File: config.mk
export PLATFORM = sky130hd
export DESIGN_NAME = urna_result_display
export DESIGN_NICKNAME = d
export VERILOG_FILES = /design/src/rtl/urna_pkg.sv /design/src/rtl/urna_bin2bcd_seq.sv /design/src/rtl/urna_result_display.sv
export SDC_FILE = /design/constraint.sdc
export NUM_CORES = 1
export LEC_CHECK = 0
export CORE_UTILIZATION = 57
export CTS_CLUSTER_DIAMETER = 30
export DETAILED_ROUTE_END_ITERATION = 10
export MAX_ROUTING_LAYER = met4
export PLACE_DENSITY_LB_ADDON = 0.08
export SYNTH_ARGS = -nofsm -noshare
export SYNTH_HDL_FRONTEND = slang
export SYNTH_SLANG_ARGS = --single-unit
File: constraint.sdc
create_clock -name clk -period 2.7 [get_ports clk]
set_clock_uncertainty 0.2 [all_clocks]
set_input_delay 0.54 -clock clk [delete_from_list [all_inputs] [get_ports clk]]
set_output_delay 0.54 -clock clk [all_outputs]
set_load 0.01 [all_outputs]
File: src/rtl/urna_pkg.sv
// Shared types and constants for the vote-result display stage.
// Pages cycle C1 -> C2 -> NULL -> WINNER; winner codes match the front-panel LEDs.
package urna_pkg;

    typedef enum logic [1:0] {
        StIdle,
        StCompare,
        StConvert,
        StShow
    } state_e;

    localparam logic [1:0] PG_C1   = 2'b00;
    localparam logic [1:0] PG_C2   = 2'b01;
    localparam logic [1:0] PG_NULL = 2'b10;
    localparam logic [1:0] PG_WIN  = 2'b11;

    localparam logic [1:0] WIN_NONE = 2'b00;
    localparam logic [1:0] WIN_C1   = 2'b01;
    localparam logic [1:0] WIN_C2   = 2'b10;
    localparam logic [1:0] WIN_TIE  = 2'b11;

    localparam int unsigned BCD_W = 12;
    localparam int unsigned SEG_W = 21;

    // Double-dabble correction applied to each BCD digit before the shift.
    function automatic logic [3:0] dabble_adj(input logic [3:0] d);
        return (d >= 4'd5) ? (d + 4'd3) : d;
    endfunction

    // Active-low segments, bit 6 = a ... bit 0 = g; non-decimal codes blank.
    function automatic logic [6:0] seg7_of(input logic [3:0] d);
        logic [6:0] s;
        case (d)
            4'd0:    s = 7'b0000001;
            4'd1:    s = 7'b1001111;
            4'd2:    s = 7'b0010010;
            4'd3:    s = 7'b0000110;
            4'd4:    s = 7'b1001100;
            4'd5:    s = 7'b0100100;
            4'd6:    s = 7'b0100000;
            4'd7:    s = 7'b0001111;
            4'd8:    s = 7'b0000000;
            4'd9:    s = 7'b0000100;
            default: s = 7'b1111111;
        endcase
        return s;
    endfunction

endpackage

File: src/rtl/urna_bin2bcd_seq.sv
// Sequential double-dabble: start_i loads bin_i, then one shift-add-3 step per cycle;
// done_o pulses for one cycle once bcd_o holds the full conversion.
module urna_bin2bcd_seq
    import urna_pkg::*;
#(
    parameter int unsigned CNT_W = 8
) (
    input  logic             clk_i,
    input  logic             rst_i,
    input  logic             start_i,
    input  logic [CNT_W-1:0] bin_i,
    output logic [BCD_W-1:0] bcd_o,
    output logic             done_o
);

    localparam int unsigned CntW = $clog2(CNT_W + 1);

    logic [CNT_W-1:0] bin_q, bin_d;
    logic [BCD_W-1:0] bcd_q, bcd_d;
    logic [BCD_W-1:0] adj;
    logic [CntW-1:0]  cnt_q, cnt_d;
    logic             done_q, done_d;

    always_comb begin
        adj = '0;
        for (int i = 0; i < BCD_W / 4; i++) begin
            adj[4*i +: 4] = dabble_adj(bcd_q[4*i +: 4]);
        end
    end

    always_comb begin
        bin_d  = bin_q;
        bcd_d  = bcd_q;
        cnt_d  = cnt_q;
        done_d = 1'b0;
        if (start_i) begin
            bin_d = bin_i;
            bcd_d = '0;
            cnt_d = CntW'(CNT_W);
        end else if (cnt_q != '0) begin
            bcd_d  = {adj[BCD_W-2:0], bin_q[CNT_W-1]};
            bin_d  = {bin_q[CNT_W-2:0], 1'b0};
            cnt_d  = cnt_q - CntW'(1);
            done_d = (cnt_q == CntW'(1));
        end
    end

    always_ff @(posedge clk_i) begin
        if (rst_i) begin
            bin_q  <= '0;
            bcd_q  <= '0;
            cnt_q  <= '0;
            done_q <= 1'b0;
        end else begin
            bin_q  <= bin_d;
            bcd_q  <= bcd_d;
            cnt_q  <= cnt_d;
            done_q <= done_d;
        end
    end

    assign bcd_o  = bcd_q;
    assign done_o = done_q;

endmodule

File: src/rtl/urna_result_display.sv
// Result display stage: snapshots final tallies, decides the winner and pages BCD values.
// Optional macro URNA_SEG7_EN adds a registered 3-digit active-low 7-segment output.
module urna_result_display
    import urna_pkg::*;
#(
    parameter int unsigned CNT_W       = 8,
    parameter int unsigned PAGE_CYCLES = 50_000_000
) (
    input  logic             clk,
    input  logic             rst,
    input  logic             finish,
    input  logic [CNT_W-1:0] total_c1,
    input  logic [CNT_W-1:0] total_c2,
    input  logic [CNT_W-1:0] total_null,
    output logic [1:0]       winner,
    output logic [1:0]       page,
    output logic [BCD_W-1:0] bcd,
    output logic             bcd_valid,
    output logic             busy
`ifdef URNA_SEG7_EN
    ,
    output logic [SEG_W-1:0] seg
`endif
);

    localparam int unsigned TmrW = $clog2(PAGE_CYCLES);

    state_e           state_q, state_d;
    logic [CNT_W-1:0] c1_q, c1_d, c2_q, c2_d, null_q, null_d;
    logic [1:0]       winner_q, winner_d;
    logic [1:0]       page_q, page_d;
    logic [BCD_W-1:0] bcd_q, bcd_d;
    logic             valid_q, valid_d;
    logic [TmrW-1:0]  timer_q, timer_d;

    logic             conv_start;
    logic [CNT_W-1:0] conv_bin;
    logic [BCD_W-1:0] conv_bcd;
    logic             conv_done;
    logic [CNT_W-1:0] win_val;

    always_comb begin
        state_d    = state_q;
        c1_d       = c1_q;
        c2_d       = c2_q;
        null_d     = null_q;
        winner_d   = winner_q;
        page_d     = page_q;
        bcd_d      = bcd_q;
        valid_d    = valid_q;
        timer_d    = timer_q;
        conv_start = 1'b0;
        unique case (state_q)
            StIdle: begin
                if (finish) begin
                    c1_d    = total_c1;
                    c2_d    = total_c2;
                    null_d  = total_null;
                    state_d = StCompare;
                end
            end
            StCompare: begin
                winner_d   = (c1_q > c2_q) ? WIN_C1 : (c2_q > c1_q) ? WIN_C2 : WIN_TIE;
                page_d     = PG_C1;
                conv_start = 1'b1;
                state_d    = StConvert;
            end
            StConvert: begin
                if (conv_done) begin
                    bcd_d   = conv_bcd;
                    valid_d = 1'b1;
                    timer_d = '0;
                    state_d = StShow;
                end
            end
            StShow: begin
                if (timer_q == TmrW'(PAGE_CYCLES - 1)) begin
                    page_d     = page_q + 2'd1;
                    timer_d    = '0;
                    valid_d    = 1'b0;
                    conv_start = 1'b1;
                    state_d    = StConvert;
                end else begin
                    timer_d = timer_q + TmrW'(1);
                end
            end
            default: state_d = StIdle;
        endcase

        // Dropping finish aborts any run; winner stays for the panel until the next compare.
        if (!finish && (state_q != StIdle)) begin
            state_d    = StIdle;
            valid_d    = 1'b0;
            page_d     = PG_C1;
            timer_d    = '0;
            conv_start = 1'b0;
        end
    end

    always_comb begin
        win_val = '0;
        if (winner_q == WIN_C1) begin
            win_val = CNT_W'(1);
        end else if (winner_q == WIN_C2) begin
            win_val = CNT_W'(2);
        end
    end

    // Converter operand follows the page being entered, not the one being left.
    always_comb begin
        conv_bin = c1_q;
        unique case (page_d)
            PG_C1:   conv_bin = c1_q;
            PG_C2:   conv_bin = c2_q;
            PG_NULL: conv_bin = null_q;
            PG_WIN:  conv_bin = win_val;
            default: conv_bin = c1_q;
        endcase
    end

    urna_bin2bcd_seq #(
        .CNT_W(CNT_W)
    ) u_bin2bcd (
        .clk_i  (clk),
        .rst_i  (rst),
        .start_i(conv_start),
        .bin_i  (conv_bin),
        .bcd_o  (conv_bcd),
        .done_o (conv_done)
    );

    always_ff @(posedge clk) begin
        if (rst) begin
            state_q  <= StIdle;
            c1_q     <= '0;
            c2_q     <= '0;
            null_q   <= '0;
            winner_q <= WIN_NONE;
            page_q   <= PG_C1;
            bcd_q    <= '0;
            valid_q  <= 1'b0;
            timer_q  <= '0;
        end else begin
            state_q  <= state_d;
            c1_q     <= c1_d;
            c2_q     <= c2_d;
            null_q   <= null_d;
            winner_q <= winner_d;
            page_q   <= page_d;
            bcd_q    <= bcd_d;
            valid_q  <= valid_d;
            timer_q  <= timer_d;
        end
    end

    assign winner    = winner_q;
    assign page      = page_q;
    assign bcd       = bcd_q;
    assign bcd_valid = valid_q;
    assign busy      = (state_q != StIdle);

`ifdef URNA_SEG7_EN
    logic [SEG_W-1:0] seg_q, seg_d;

    always_comb begin
        seg_d = '1;
        if (valid_q) begin
            seg_d = {seg7_of(bcd_q[11:8]), seg7_of(bcd_q[7:4]), seg7_of(bcd_q[3:0])};
        end
    end

    always_ff @(posedge clk) begin
        if (rst) begin
            seg_q <= '1;
        end else begin
            seg_q <= seg_d;
        end
    end

    assign seg = seg_q;
`endif

endmodule

==> out/results.ini, run 1 <==
[logic_synthesis]
synth_ff_type = dfxtp_1
ys_types = 55
syn-instance-count = 603
seq_area_frac_synth_pct = 40.5
synth_area_leader_cell = dfxtp_1
syn-num-nets = 647
avgSynthCellArea_um2 = 7.71
yosys_warnings = 0
synthArstFlopShare_pct = 0
netlist.area_leader.share_pct = 40.5
synth_edf_count = 0
synthTopCellsByArea = dfxtp_1 40%, nand2_1 10%, a21oi_1 9.3%
synth-seq-cells = 94
netlist_area_um2 = 4650

[setup_path]
criticalPathCategory = flip-flop to flip-flop
r2r-start = timer_q[0]
r2r_slack_ns = 0.07
worstPathRequired_ns = 2.80
setup.worst_path.end_class = flip-flop
endpoint = u_bin2bcd.bin_q[6]
slowest_delay_ns = 0.47
critPathLaunch = timer_q[0]
reg2regPathDepth = 7
reg2reg_to = u_bin2bcd.bin_q[6]
slowest_stage = or3_4
cp.arrival_ns = 2.73
worstPathMaxFanout = 8
path_cells = ha_1 -> and3_1 -> nand4_4 -> or3_4 -> nor4_4 -> a21oi_1 -> o22ai_1
critPathLaunchType = flip-flop

[pwr]
p_per_area_nw_per_um2 = 620
pwr-share-seq_pct = 45.5
vdd_drop_max_v = 0.000337
swShare_pct = 30.3
combPwrFrac_pct = 21.7
power.switching_mw = 1.04
p_int_mw = 2.39
p_clk_share_pct = 32.8
p_leak_nw = 1.94

[sta]
period_minus_slack_ns = 2.63
slew_viol_final = 0
setup_viol = 0
hold_violations = 0
clock.fmax_mhz = 380
grt_setup_unrepaired = false
worst_slack_ns = 0.0655
fin_crit_sh_pct = 97.6
tightest_slew_ns = 0.721
relSlewSlack_pct = 51.8

[clock_network]
clk_latency_ns = 0.37
post_cts_resized = 0
hold_buffers = 0
cts_buffer_depth = 2
htreeDepth = 3
post-cts-setup-buffers = 0
cts_tree = yes
cts-root-buf = clkbuf_8
numCtsBuffers = 9
clock-sinks = 94
path_clk_slew_ns = 0.10

[die]
fp.dieArea_um2 = 8520
die_w_um = 92.3
die_h_um = 92.3
rows = 32
core_area_um2 = 7810
io_pins = 45
initial_utilization_pct = 59.6

[placed_design]
pre_cts_slack_ns = -0.0986
routabilityCongestion = 0.879
dp_hpwl_um = 8000
io_buffers = 44

[drt]
drt_pass1_iterations = 6
wl_per_cell_um = 14.5
vias = 4384
drt_iter0_markers = 310
ant_nets = 0
routed_wl_um = 11000
drc = 0
vias_per_cell = 5.78

[global_route]
grt_pass1_vias = 4109
grt_pass1_wl_um = 18500
antenna_found_initial = 0
grt_max_degree = 27
grtUsageTotal_pct = 28.1
grt_overflow = 0

[cells_and_area]
mostFrequentLayoutCells = 125 x nand2_1, 94 x dfxtp_1, 86 x a21oi_1
diodes = 0
syn_to_final_growth_pct = 18.9
drive_above_1_share_pct = 8.54
nets = 695
mostFrequentLayoutCell = nand2_1
utilization_pct = 70.8

[run]
maxCapViolCount = 0

[outcome]
status = finished, final reports clean

[min_path]
hold_class = flip-flop to flip-flop

==> state kept, by name (all words and copies together), names as in the netlist, 2 cells and up <==
| signal | cells |
|---|---|
| null_q | 8 |
| state_q | 2 |
| u_bin2bcd.bin_q | 8 |
| bcd | 12 |
| c2_q | 8 |
| u_bin2bcd.cnt_q | 4 |
| page | 2 |
| timer_q | 26 |
| winner | 2 |
| u_bin2bcd.bcd_o | 12 |
| c1_q | 8 |
==> critical path: cells and delay by family, from the launching register on <==
family | cells | cell delay [ns]
AOI/OAI and AO/OA | 2 | 0.32
adders and majority gates | 1 | 0.28
DFF | 1 | 0.40
and+or+nand+nor | 4 | 1.36
==> layer usage <==
layer | up-vias | global-route usage, % | wire [um]
met4 | 0 | 10.8 | 185
met3 | 22 | 4.52 | 670
met2 | 169 | 44.1 | 4980
li1 | 2198 | - | -
met1 | 1995 | 36.4 | 5120
met5 | - | - | 0
==> power groups by stage <==
| stage | sequential, mW | clock (mW) | combinational [mW] |
|---|---|---|---|
| final | 1.56 | 1.12 | 0.745 |
| after detailed placement | 1.59 | 0 | 0.739 |
| after CTS | 1.56 | 1.14 | 0.745 |
| after floorplan | 1.57 | 0 | 0.530 |
| after global placement | 1.59 | 0 | 0.708 |
| after global routing | 1.58 | 1.18 | 0.850 |
==> worst min path at each step <==
stage | end | slack [ns] | cells after the start | from
floorplan | null_q[0] | 0.23 | 2 | null_q[0]
global placement | bcd[3] | 0.24 | 2 | bcd[3]
detailed placement | bcd[0] | 0.25 | 2 | bcd[0]
CTS | bcd[0] | 0.26 | 2 | bcd[0]
global route | bcd[0] | 0.28 | 2 | bcd[0]
finish | bcd[0] | 0.26 | 2 | bcd[0]
==> area by class of cell <==
cell class	instances	area, um^2
multi-input cells	456	2560
inverters	20	75.1
clock buffers	9	124
flip-flops and latches	94	1880
repair buffers	70	643
well taps	102	128
fillers	654	2280
clock inverters	7	121
==> metrics by stage <==
stage,hold WS [ns],TNS (ns),cell area [um^2],power (mW),instances
floorplan,0.233,0,4650,2.10,603
global placement,0.242,0,5290,2.30,742
detailed placement,0.246,-0.189,5290,2.33,742
CTS,0.259,0,5530,3.45,758
global route,0.282,0,5530,3.61,758
finish,0.257,0,5530,3.43,758
==> synthesized netlist by cell type, types with 4 or more instances <==
| master | number |
|---|---|
| nand2_1 | 125 |
| dfxtp_1 | 94 |
| a21oi_1 | 86 |
| nor2_1 | 43 |
| o21ai_0 | 25 |
| clkbuf_1 | 24 |
| inv_1 | 20 |
| ha_1 | 17 |
| nand3_1 | 17 |
| nor3_1 | 16 |
| nand4_1 | 13 |
| xnor2_1 | 11 |
| buf_2 | 9 |
| o22ai_1 | 9 |
| nand2b_1 | 7 |
| or3_1 | 7 |
| a211oi_1 | 6 |
| and3_1 | 6 |
| a31oi_1 | 5 |
| and4_1 | 5 |
| xor2_1 | 5 |
| a21o_1 | 4 |
| a311oi_1 | 4 |
| nor2b_1 | 4 |
| o21a_1 | 4 |
| or2_2 | 4 |
==> logic make-up after synthesis <==
group	share of synthesized area (%)
AO/OA/AOI/OAI	19.3
multiplexers	0.242
XOR/XNOR	3.01
buffers and inverters	4.52
adder cells (fa/ha/maj)	4.57
flip-flops	40.5
AND/OR/NAND/NOR	27.9
Power figures use the tool's default switching activity.
==> inputs of run 2 (changes only) <==
Settings changed: SKIP_LAST_GASP set to 1.
==> results of run 2 <==
No change in the layout: final DEF, timing and power equal those of run 1.
==> inputs of run 3 (changes only) <==
Settings changed: CORE_ASPECT_RATIO set to 0.5, CORE_UTILIZATION 57 to 55.
==> run 3 against run 2 <==
  * Via count shrank 0.27%
  * Cell count grew 2.1%
  * Register-to-register slack gained 0.13 ns
  * Cell area grew 1.9%
  * Critical path type is now flip-flop to output port
  * Largest cell class unchanged
  * Maximum frequency grew 2.8%
  * Sequential cell count is the same
==> out/results.ini, run 3 (synthesized netlist as in run 1, its figures left out) <==
[outcome]
status = finished, final reports clean

[sta]
hold_violations = 0
setup_tns_ns = 0
setup_viol = 0
grt_setup_unrepaired = false
clock.fmax_mhz = 390
period_minus_slack_ns = 2.56
relSlewSlack_pct = 65.1
fin_crit_sh_pct = 94.9
tightest_slew_ns = 0.522
hold_ws_ns = 0.253
worst_slack_ns = 0.139
slew_viol_final = 0

[die]
initial_utilization_pct = 57.5
die_h_um = 67.0
core_area_um2 = 8090
die_w_um = 132
fp.dieArea_um2 = 8850
rows = 23
io_pins = 45

[setup_path]
worstPathRequired_ns = 1.96
setup.worst_path.end_class = output port
reg2regPathDepth = 7
cp.arrival_ns = 1.82
worstPathMaxFanout = 16
critPathLaunchType = flip-flop
criticalPathCategory = flip-flop to output port

[drt]
drt_pass1_iterations = 4
routed_wl_um = 11100
wl_per_cell_um = 14.3
vias_per_cell = 5.65
vias = 4372
drc = 0
ant_nets = 0
drt_iter0_markers = 317

[global_route]
grt_overflow = 0
antenna_found_initial = 2
grtUsageTotal_pct = 26.7
grt_pass1_wl_um = 18200
grt_pass1_vias = 3871
grt_max_degree = 24

[placed_design]
pre_cts_slack_ns = -0.106
placed_area_um2 = 5350
routabilityCongestion = 0.862
dp_hpwl_um = 8000
io_buffers = 44

[clock_network]
clock-sinks = 94
post-cts-setup-buffers = 0
cts_tree = yes
path_clk_slew_ns = 0.06
htreeDepth = 3
numCtsBuffers = 9
cts-root-buf = clkbuf_16
cts_buffer_depth = 2
post_cts_resized = 0
clk_latency_ns = 0.34
hold_buffers = 0

[cells_and_area]
largest-register = timer_q
mostFrequentLayoutCells = 125 x nand2_1, 94 x dfxtp_1, 86 x a21oi_1
syn_to_final_growth_pct = 21.3
fillCellCount = 698
design_area_um2 = 5640
drive_above_1_share_pct = 9.09
mostFrequentLayoutCell = nand2_1
largest_register_ffs = 26
nets = 700

[pwr]
p_leak_nw = 1.99
p_per_area_nw_per_um2 = 626
vdd_drop_max_v = 0.000323

[min_path]
hold_class = flip-flop to flip-flop
whs_path_depth = 2

[run]
maxCapViolCount = 0

## run 3: cell count changes in the layout (fill, tap and decap cells not counted), moves of 2 or more
cell	change
clkbuf_16	+9
clkbuf_8	-6
bufinv_16	-3
buf_4	+4
diode_2	+2
## run 3: final cells by class
cell class | instances | area [um^2] | share of cell area [%]
Multi-Input combinational cell | 456 | 2560 | 45.4
Sequential cell | 94 | 1880 | 33.4
Timing Repair Buffer | 75 | 693 | 12.3
Clock buffer | 12 | 267 | 4.73
Tap cell | 112 | 140 | 2.49
Inverter | 20 | 75.1 | 1.33
Clock inverter | 3 | 18.8 | 0.333
Antenna cell | 2 | 5.00 | 0.0888
## run 3: critical path, cell delays in order, from the launching register on
cell             delay, ns
dfxtp_1               0.65
nor2_1                0.19
inv_1                 0.11
clkdlybuf4s50_1       0.53
## run 3: worst paths after layout
check                                        start            endpoint  slack [ns]
worst max register to register          timer_q[0]  u_bin2bcd.bin_q[5]        0.20
worst min register to register  u_bin2bcd.bin_q[7]  u_bin2bcd.bcd_o[0]        0.25
worst max-delay path                    state_q[1]                busy        0.14
worst min-delay path            u_bin2bcd.bin_q[7]  u_bin2bcd.bcd_o[0]        0.25
## run 3: report_power, final
part | internal [mW] | switching (mW) | total, mW
clock | 0.693 | 0.526 | 1.22
combinational | 0.298 | 0.442 | 0.741
sequential | 1.48 | 0.0914 | 1.57
## run 3: metrics by stage
step / util [%] / cells / power [mW]
global route: 69.7 / 774 / 3.71
global placement: 66.1 / 757 / 2.31
detailed placement: 66.1 / 757 / 2.33
CTS: 69.7 / 772 / 3.54
finish: 69.7 / 774 / 3.53
floorplan: - / 603 / 2.10
## run 3: per-layer routing
metal  vias up  routed length, um  global-route usage, %
li1       2208                  -                      -
met1      2068               5160                   32.3
met2        86               5330                   45.1
met3        10                518                   6.32
met4         0                 80                   7.99
met5         -                  0                      -
==> variant: new RTL, flow settings as in run 2 <==
Add a define of `URNA_SEG7_EN`.
--- a/src/rtl/urna_result_display.sv
+++ b/src/rtl/urna_result_display.sv
@@ -2,2 +2,4 @@
 // Optional macro URNA_SEG7_EN adds a registered 3-digit active-low 7-segment output.
+`define URNA_SEG7_EN
+
 module urna_result_display
Function (old outputs only; new: seg): kept (Yosys induction, for registers that start in step).
==> variant against run 2 <==
- the run now ends with setup timing left
- power increased by 48%
- global-route usage grew 0.94 points
- setup slack lost 0.086 ns
- final area rose by 35%
- wire length increased by 32%
- fmax fell by 3.2%
- core utilization rose by 5.4 points
- sequential cell count rose by 21
- count of clock-buffer cells in the layout is 11 higher
- synthesized area is 24% higher
- via count rose by 29%
- critical path type unchanged
- critical endpoint is now u_bin2bcd.bin_q[0]
==> variant: results (changes against run 2) <==
<table>
<tr><th>Metric</th><th>Value</th></tr>
<tr><th colspan="2">Status</th></tr>
<tr><td>Outcome</td><td>finished, violations left</td></tr>
<tr><td>Violations in the final reports</td><td>setup timing</td></tr>
<tr><th colspan="2">Global routing</th></tr>
<tr><td>GRT met3 Usage</td><td>6.58% (+2.1 points)</td></tr>
<tr><td>Largest net degree at the start of global routing</td><td>28 (+3.7%)</td></tr>
<tr><td>Global-route wire length before repair</td><td>23,100 um (+25%)</td></tr>
<tr><td>Met1 global-route usage</td><td>33.7% (-2.7 points)</td></tr>
<tr><td>Met2 track utilization from global routing</td><td>47.5% (+3.4 points)</td></tr>
<tr><th colspan="2">Place</th></tr>
<tr><td>Detailed placer's ending HPWL</td><td>9930 um (+24%)</td></tr>
<tr><td>Worst slack at placement</td><td>-0.0313 ns (+0.0672 ns)</td></tr>
<tr><td>Cell area after placement</td><td>0.00677 sq mm (+28%)</td></tr>
<tr><td># placed instances</td><td>949 (+28%)</td></tr>
<tr><th colspan="2">Finish</th></tr>
<tr><td>Area of the multi-input gates</td><td>0.00317 sq mm (+24%)</td></tr>
<tr><td>Layout Nets</td><td>899 (+29%)</td></tr>
<tr><td>Number of signal-net inverters in the final layout</td><td>34 (+70%)</td></tr>
<tr><th colspan="2">Power and ir drop</th></tr>
<tr><td>Leakage</td><td>2.80 nW (+45%)</td></tr>
<tr><th colspan="2">Yosys</th></tr>
<tr><td>Most area-consuming cells after synthesis</td><td>sky130_fd_sc_hd__dfxtp_1 (40%), sky130_fd_sc_hd__nand2_1 (10%), sky130_fd_sc_hd__a21oi_1 (7.6%)</td></tr>
<tr><td>Post-synthesis cell type count</td><td>58 (+5.5%)</td></tr>
<tr><td>Sequential area share after synthesis</td><td>39.9% (-0.60 points)</td></tr>
<tr><td>Synth Cell Area</td><td>0.00577 sq mm (+24%)</td></tr>
<tr><th colspan="2">STA</th></tr>
<tr><td>Post-Route Setup TNS</td><td>-0.0203 ns (-0.0203 ns)</td></tr>
<tr><td>Number of endpoints failing setup at the final stage</td><td>1 (+1)</td></tr>
<tr><td>Final setup slack of the worst path</td><td>-0.0203 ns (-0.0858 ns)</td></tr>
<tr><th colspan="2">Min path</th></tr>
<tr><td>Hold Path Origin</td><td>rst</td></tr>
<tr><th colspan="2">Critical path</th></tr>
<tr><td>Endpoint of the worst register-to-register path</td><td>u_bin2bcd.bin_q[0]</td></tr>
<tr><th colspan="2">Routing</th></tr>
<tr><td>Sum of met3 wire segment lengths after detailed routing</td><td>907 um (+35%)</td></tr>
</table>
-- variant: cell count changes after synthesis, moves of 8 or more --
| cell | delta |
|---|---|
| sky130_fd_sc_hd__nand2_1 | +33 |
| sky130_fd_sc_hd__o21ai_0 | +19 |
| sky130_fd_sc_hd__clkbuf_1 | +8 |
| sky130_fd_sc_hd__nor2_1 | +20 |
| sky130_fd_sc_hd__inv_1 | +14 |
| sky130_fd_sc_hd__dfxtp_1 | +21 |
| sky130_fd_sc_hd__ha_1 | +15 |
| sky130_fd_sc_hd__nand2b_1 | +10 |
| sky130_fd_sc_hd__mux2i_1 | +8 |
| sky130_fd_sc_hd__buf_2 | -8 |
-- variant: logic make-up (layout without fill, tap and decap cells) --
group	Yosys count	in the layout	share of synthesized area [%]
DFF	115	115	39.9
muxes	9	9	1.65
buffers and inverters	72	179	5.46
AOI/OAI and AO/OA	184	184	18.9
and+or+nand+nor	319	319	25.1
adders and majority gates	32	32	6.93
xor gates and xnor gates	14	14	2.12
